<file path="config.mk">
export PLATFORM = sky130hd
export DESIGN_NAME = sp_ram_param
export DESIGN_NICKNAME = d
export VERILOG_FILES = /design/src/rtl/sp_ram_param.sv
export SDC_FILE = /design/constraint.sdc
export NUM_CORES = 1
export LEC_CHECK = 0
export BUFFER_PORTS_ARGS = -buffer_cell sky130_fd_sc_hd__buf_2
export CAP_MARGIN = 20
export CORE_MARGIN = 4
export CORE_UTILIZATION = 40
export DETAILED_ROUTE_END_ITERATION = 8
export GPL_TIMING_DRIVEN = 0
export SLEW_MARGIN = 10
export SYNTH_ARGS = -nofsm -noshare
export SYNTH_HDL_FRONTEND = slang
export SYNTH_SLANG_ARGS = --single-unit
</file>
<file path="constraint.sdc">
create_clock -name clk -period 4.3 [get_ports clk]
set_input_delay 0.86 -clock clk [delete_from_list [all_inputs] [get_ports clk]]
set_output_delay 0.86 -clock clk [all_outputs]
set_load 0.05 [all_outputs]
</file>
<file path="src/rtl/sp_ram_param.sv">
// Parametrised single-port synchronous RAM with byte-lane writes, selectable read
// latency and write-port behaviour, a clear-on-reset sequencer and address range flagging.
module sp_ram_param #(
    parameter int DATA_W     = 32,
    parameter int ADDR_W     = 3,
    parameter int DEPTH      = 1 << ADDR_W,
    parameter int OUT_REG    = 0,
    parameter int WRITE_MODE = 0,
    parameter int INIT_CLEAR = 1
) (
    input  logic                clk,
    input  logic                rst,
    input  logic                ena,
    input  logic                wea,
    input  logic [DATA_W/8-1:0] be,
    input  logic [DATA_W-1:0]   din,
    input  logic [ADDR_W-1:0]   addr,
    output logic [DATA_W-1:0]   dout,
    output logic                read_valid,
    output logic                ready,
    output logic                addr_err
);
    localparam int NB = DATA_W / 8;
    localparam logic [ADDR_W:0]   LAST_IDX  = (ADDR_W+1)'(DEPTH - 1);
    localparam logic [ADDR_W:0]   DEPTH_W   = (ADDR_W+1)'(DEPTH);
    localparam logic [ADDR_W:0]   CNT_ZERO  = {(ADDR_W+1){1'b0}};
    localparam logic [ADDR_W:0]   CNT_ONE   = (ADDR_W+1)'(1);
    localparam logic [DATA_W-1:0] WORD_ZERO = {DATA_W{1'b0}};

    typedef enum logic [0:0] {
        ST_INIT  = 1'b0,
        ST_READY = 1'b1
    } state_t;

    localparam state_t RST_STATE = (INIT_CLEAR != 0) ? ST_INIT : ST_READY;

    function automatic logic [DATA_W-1:0] merge_bytes(
        input logic [DATA_W-1:0] old_word,
        input logic [DATA_W-1:0] new_word,
        input logic [NB-1:0]     lanes
    );
        logic [DATA_W-1:0] res;
        res = old_word;
        for (int i = 0; i < NB; i++) begin
            if (lanes[i]) begin
                res[8*i +: 8] = new_word[8*i +: 8];
            end else begin
                res[8*i +: 8] = old_word[8*i +: 8];
            end
        end
        return res;
    endfunction

    state_t              state_r;
    state_t              state_nxt_s;
    logic [ADDR_W:0]     init_cnt_r;
    logic [ADDR_W:0]     init_cnt_nxt_s;
    logic                ready_r;
    logic [DATA_W-1:0]   mem_r [0:DEPTH-1];

    logic                acc_s;
    logic                oor_s;
    logic [DATA_W-1:0]   rd_word_s;
    logic [DATA_W-1:0]   wr_word_s;
    logic                mem_we_s;
    logic [ADDR_W-1:0]   mem_idx_s;
    logic [DATA_W-1:0]   mem_wdata_s;
    logic                s1_valid_s;
    logic                s1_err_s;
    logic [DATA_W-1:0]   s1_data_s;
    logic                o_valid_s;
    logic                o_err_s;
    logic [DATA_W-1:0]   o_data_s;
    logic [DATA_W-1:0]   dout_r;
    logic                read_valid_r;
    logic                addr_err_r;

    // Next-state logic: INIT walks the clear counter up to the last word, then READY.
    always_comb begin
        state_nxt_s    = state_r;
        init_cnt_nxt_s = init_cnt_r;
        case (state_r)
            ST_INIT: begin
                if (init_cnt_r == LAST_IDX) begin
                    state_nxt_s    = ST_READY;
                    init_cnt_nxt_s = CNT_ZERO;
                end else begin
                    init_cnt_nxt_s = init_cnt_r + CNT_ONE;
                end
            end
            ST_READY: begin
                state_nxt_s = ST_READY;
            end
            default: begin
                state_nxt_s    = RST_STATE;
                init_cnt_nxt_s = CNT_ZERO;
            end
        endcase
    end

    // FSM state, clear counter and ready flag registers.
    always_ff @(posedge clk or negedge rst) begin
        if (!rst) begin
            state_r    <= RST_STATE;
            init_cnt_r <= CNT_ZERO;
            ready_r    <= 1'b0;
        end else begin
            state_r    <= state_nxt_s;
            init_cnt_r <= init_cnt_nxt_s;
            ready_r    <= (state_nxt_s == ST_READY);
        end
    end

    assign acc_s = ena & ready_r;
    assign oor_s = ({1'b0, addr} >= DEPTH_W);

    // Array read port and byte-merged write word; out-of-range reads return zero.
    always_comb begin
        rd_word_s = WORD_ZERO;
        if (oor_s) begin
            rd_word_s = WORD_ZERO;
        end else begin
            rd_word_s = mem_r[addr];
        end
        wr_word_s = merge_bytes(rd_word_s, din, be);
    end

    // Array write selection: the clear sequencer owns the port while in INIT.
    always_comb begin
        mem_we_s    = 1'b0;
        mem_idx_s   = addr;
        mem_wdata_s = wr_word_s;
        if (state_r == ST_INIT) begin
            mem_we_s    = 1'b1;
            mem_idx_s   = init_cnt_r[ADDR_W-1:0];
            mem_wdata_s = WORD_ZERO;
        end else if (acc_s && wea && !oor_s) begin
            mem_we_s = 1'b1;
        end else begin
            mem_we_s = 1'b0;
        end
    end

    // Storage array; contents are deliberately left out of the reset.
    always_ff @(posedge clk) begin
        if (mem_we_s) begin
            mem_r[mem_idx_s] <= mem_wdata_s;
        end
    end

    // First read stage: what an accepted access presents on dout.
    always_comb begin
        s1_valid_s = 1'b0;
        s1_err_s   = 1'b0;
        s1_data_s  = WORD_ZERO;
        if (acc_s) begin
            s1_err_s = oor_s;
            if (!wea) begin
                s1_valid_s = 1'b1;
                s1_data_s  = rd_word_s;
            end else if (WRITE_MODE != 0) begin
                s1_valid_s = 1'b1;
                s1_data_s  = oor_s ? WORD_ZERO : wr_word_s;
            end else begin
                s1_valid_s = 1'b0;
            end
        end else begin
            s1_err_s = 1'b0;
        end
    end

    generate
        if (OUT_REG != 0) begin : g_out_reg
            logic              p_valid_r;
            logic              p_err_r;
            logic [DATA_W-1:0] p_data_r;

            // Extra pipeline register for the two-cycle read option.
            always_ff @(posedge clk or negedge rst) begin
                if (!rst) begin
                    p_valid_r <= 1'b0;
                    p_err_r   <= 1'b0;
                    p_data_r  <= WORD_ZERO;
                end else begin
                    p_valid_r <= s1_valid_s;
                    p_err_r   <= s1_err_s;
                    p_data_r  <= s1_data_s;
                end
            end

            assign o_valid_s = p_valid_r;
            assign o_err_s   = p_err_r;
            assign o_data_s  = p_data_r;
        end else begin : g_no_out_reg
            assign o_valid_s = s1_valid_s;
            assign o_err_s   = s1_err_s;
            assign o_data_s  = s1_data_s;
        end
    endgenerate

    // Output registers; dout only moves when a valid word arrives.
    always_ff @(posedge clk or negedge rst) begin
        if (!rst) begin
            dout_r       <= WORD_ZERO;
            read_valid_r <= 1'b0;
            addr_err_r   <= 1'b0;
        end else begin
            read_valid_r <= o_valid_s;
            addr_err_r   <= o_err_s;
            if (o_valid_s) begin
                dout_r <= o_data_s;
            end else begin
                dout_r <= dout_r;
            end
        end
    end

    assign dout       = dout_r;
    assign read_valid = read_valid_r;
    assign ready      = ready_r;
    assign addr_err   = addr_err_r;

endmodule

</file>
==> key figures <==
Clock tree
  • Max H-tree Level: 1
  • TritonCTS clock tree: built
  • Clock-pin slew on the worst setup and hold paths: 0.06 ns
  • Clock sink count: between 200 and 300
  • Post-CTS Repair Setup Buffers: 0
  • Clock latency on the worst-skew pair: 0.54 ns
  • CTS root buf: clkbuf_16
  • Post_cts resized: 0
  • TritonCTS Buffers: 30
  • CTS Buffer Depth: 3
  • CTS Hold Bufs: 0

Drt
  • # DRC: 0
  • Metal2 WL: between 10 and 15 mm
  • Routed len/inst: about 21 um
  • Via count: around 6700
  • WL met1: 12.3 mm
  • Initial detailed-routing violation count: between 400 and 500
  • DRT Pass-1 Iters: 6
  • Remaining antenna violation count after routing: 0
  • Drt total wl: about 27 mm
  • Met3 Wirelength: approximately 1.3 mm
  • Max Used Layer: met4
  • Via-per-instance ratio: 5.28

Global route
  • Vias in the first global route: between 6000 and 7000
  • First-pass GRT wire length: 40.0 mm
  • Grt ovf: 0
  • Global-route usage over all layers: between 15 and 20%
  • Initial antenna violation count: 0
  • Largest net degree at the start of global routing: 39

Synthesis
  • Netlist cell types: 31
  • Synth Area in Compound Gates: under 10%
  • Syn_nets: 782
  • Adder-Cell Fraction of Synth Area: 0.107%
  • Synth Flop Type: edfxtp_1
  • YS warnings: 0
  • Avg Inst Size Synth: 15.8 um^2
  • Largest family of logic cells by synthesized area: multiplexers
  • Asr flop ratio synth: 12.9%
  • Seq/Total Area, Yosys: around three quarters
  • Mapped Cells: between 700 and 800
  • EDFF count, synth: 256
  • Synth Area in XOR/XNOR: less than 1%
  • #FFs+latches synth: approximately 290
  • Syn Std Cell Area: roughly 12000 um^2
  • Mux share of post-synthesis cell area: between 10% and 20%
  • Synth Area in Simple Gates: approximately 3.1%

Critical path
  • Slowest stage delay, CP: 0.75 ns
  • Slowest-stage cell, CP: nor2_4
  • Worst path top cell family by delay: simple AND/OR/NAND/NOR gates
  • Crit path DAT: approximately 3.4 ns
  • Worst Path Required: ~4.5 ns
  • Critical path fanouts, max: 20
  • Crit path kind: input pin to flop
  • CP startpoint kind: input pin
  • Buf/Inv on CP: 3
  • Worst-path cell chain: buf_2 > nor2_1 > clkbuf_1 > a21oi_1 > nor2_4 > buf_16
  • Kind of end point of the critical path: flop

Timing
  • Final Hold Violating Endpoints: 0
  • Final setup margin: roughly 1.2 ns
  • Max Freq: 318 MHz
  • Worst Max-Slew Pin Slew: around 0.97 ns
  • RSZ-0062 raised after global routing: false
  • Period Utilization, post-route: ~73%
  • Worst rel slew slack: approximately a third
  • Worst Clk Skew: approximately 0.014 ns
  • TNS Setup: 0 ns
  • Hold slack: around 0.32 ns
  • Fin. max-slew vios: 0
  • Setup Viol. Count Final: 0
  • Post-layout min period: about 3.1 ns

Final layout
  • Util after Layout: 48.0%
  • Filler Cell Count: about 2500
  • Seq. cell area: approximately 8600 um^2
  • Non-Filler Instances: 1262
  • Layout Nets: around 900
  • # diodes: 0
  • Area of the multi-input gates: approximately 2800 um^2
  • Synthesis-to-finish area growth: 18.2%
  • Proportion of layout cells with a drive suffix above 1: ~18%
  • Final Cell Area: roughly 14000 um^2

Die
  • IO Count: 78
  • Die Y: approximately 180 um
  • Initial Utilization: between 40% and 50%
  • Die Wd: 179 um
  • Core Area: between 20000 and 30000 um^2
  • Die area: roughly 32000 um^2
  • Site row count: 62

Placement
  • DPL Wire Length: roughly 17 mm
  • Placer Congestion: between 0.7 and 0.8
  • Placed inst area: around 13000 um^2
  • Dpl cells: roughly 1200
  • Port-buffer cells: 75
  • Pre-CTS setup slack: about 0.67 ns

Worst hold path
  • Min-Delay Path Class: input pin to asynchronous set/reset pin

Run
  • Max-Cap Viols: 0

Pwr
  • Final Total Pwr: ~6.4 mW
  • Worst vdd ir: ~0.00033 V
  • Lkg Pwr: approximately 5.2 nW
  • Pwr/cell area: 464 nW/um^2

Run status
  • Run status: complete, no violations
[layout make-up]
| class | count | area share, % |
|---|---|---|
| well taps | 384 | 3.48 |
| inverters | 5 | 0.136 |
| flip-flops and latches | 294 | 62.5 |
| clock inverters | 13 | 1.03 |
| clock buffers | 43 | 6.01 |
| multi-input cells | 391 | 20.0 |
| repair buffers | 84 | 4.40 |
| plain buffers | 48 | 2.43 |
[power by group]
group	switching (mW)	internal, mW	leakage, nW
sequential	0.0277	3.22	2.76
combinational	0.450	0.168	1.92
clock	1.03	1.52	0.479
total	1.51	4.91	5.16
[cell usage in the layout (no fill, tap or decap), drive strengths merged]
cell type	synthesis	final
nand3	1	1
a41oi	1	1
nor2b	3	3
dfrtp	38	38
a21o	1	1
conb	1	1
xnor2	1	1
a21oi	35	35
edfxtp	256	256
nand2	68	68
ha	1	1
nor3	2	2
mux2i	128	128
nand3b	1	1
nor3b	1	1
o21ai	66	66
mux2	1	1
and2	1	1
nand2b	2	2
inv	5	6
buf	22	106
nor2	11	11
bufinv	0	3
clkbuf	26	69
a22oi	65	65
o21bai	1	1
clkinv	0	9
[registers in the layout, summed over array words and instances, names as in the netlist]
register	count
ready	1
init_cnt_r	4
dout	32
read_valid	1
mem_r	256
[Yosys cell counts (2+ instances only)]
| cell type | number | share of area (%) |
|---|---|---|
| o21ai_1 | 32 | 1.4 |
| nor2b_1 | 3 | 0.16 |
| a22oi_1 | 65 | 4.2 |
| buf_4 | 2 | 0.13 |
| nand2_1 | 68 | 2.2 |
| nor2_1 | 11 | 0.35 |
| clkbuf_1 | 23 | 0.74 |
| nand2b_1 | 2 | 0.11 |
| clkbuf_4 | 3 | 0.19 |
| buf_6 | 6 | 0.58 |
| buf_12 | 5 | 0.86 |
| a21oi_1 | 35 | 1.5 |
| edfxtp_1 | 256 | 66 |
| nor3_1 | 2 | 0.086 |
| dfrtp_1 | 38 | 8.1 |
| o21ai_0 | 34 | 1.5 |
| inv_1 | 5 | 0.16 |
| buf_2 | 8 | 0.34 |
| mux2i_1 | 128 | 11 |
[metal layers]
layer  vias up  track usage [%]
met5         -                0
met4         0             3.39
met3        38             2.76
met2       178             27.7
met1      3377             23.7
li1       3074                -
[path summary, 6_finish.rpt]
kind / depth (start not counted) / slack (ns) / endpoint / startpoint
worst max register to register: 4 / 1.48 / mem_r[7][8]$_DFFE_PP_ / ready$_DFF_PN0_
max in group asynchronous: 2 / 3.45 / dout[3]$_DFFE_PN0P_ / rst
worst min-delay path: 1 / 0.32 / dout[21]$_DFFE_PN0P_ / rst
min in group clk: 2 / 0.48 / dout[11]$_DFFE_PN0P_ / dout[11]$_DFFE_PN0P_
worst min register to register: 2 / 0.48 / dout[11]$_DFFE_PN0P_ / dout[11]$_DFFE_PN0P_
worst max-delay path: 6 / 1.16 / mem_r[0][12]$_DFFE_PP_ / addr[1]
[logic make-up (layout without fill, tap and decap cells)]
logic type,after synthesis,in the layout
and+or+nand+nor,90,90
other,1,1
adders and majority gates,1,1
AOI/OAI and AO/OA,169,169
muxes,129,129
xor gates and xnor gates,1,1
buffers and inverters,53,193
DFF,294,294
(Power assumes the default switching activity.)
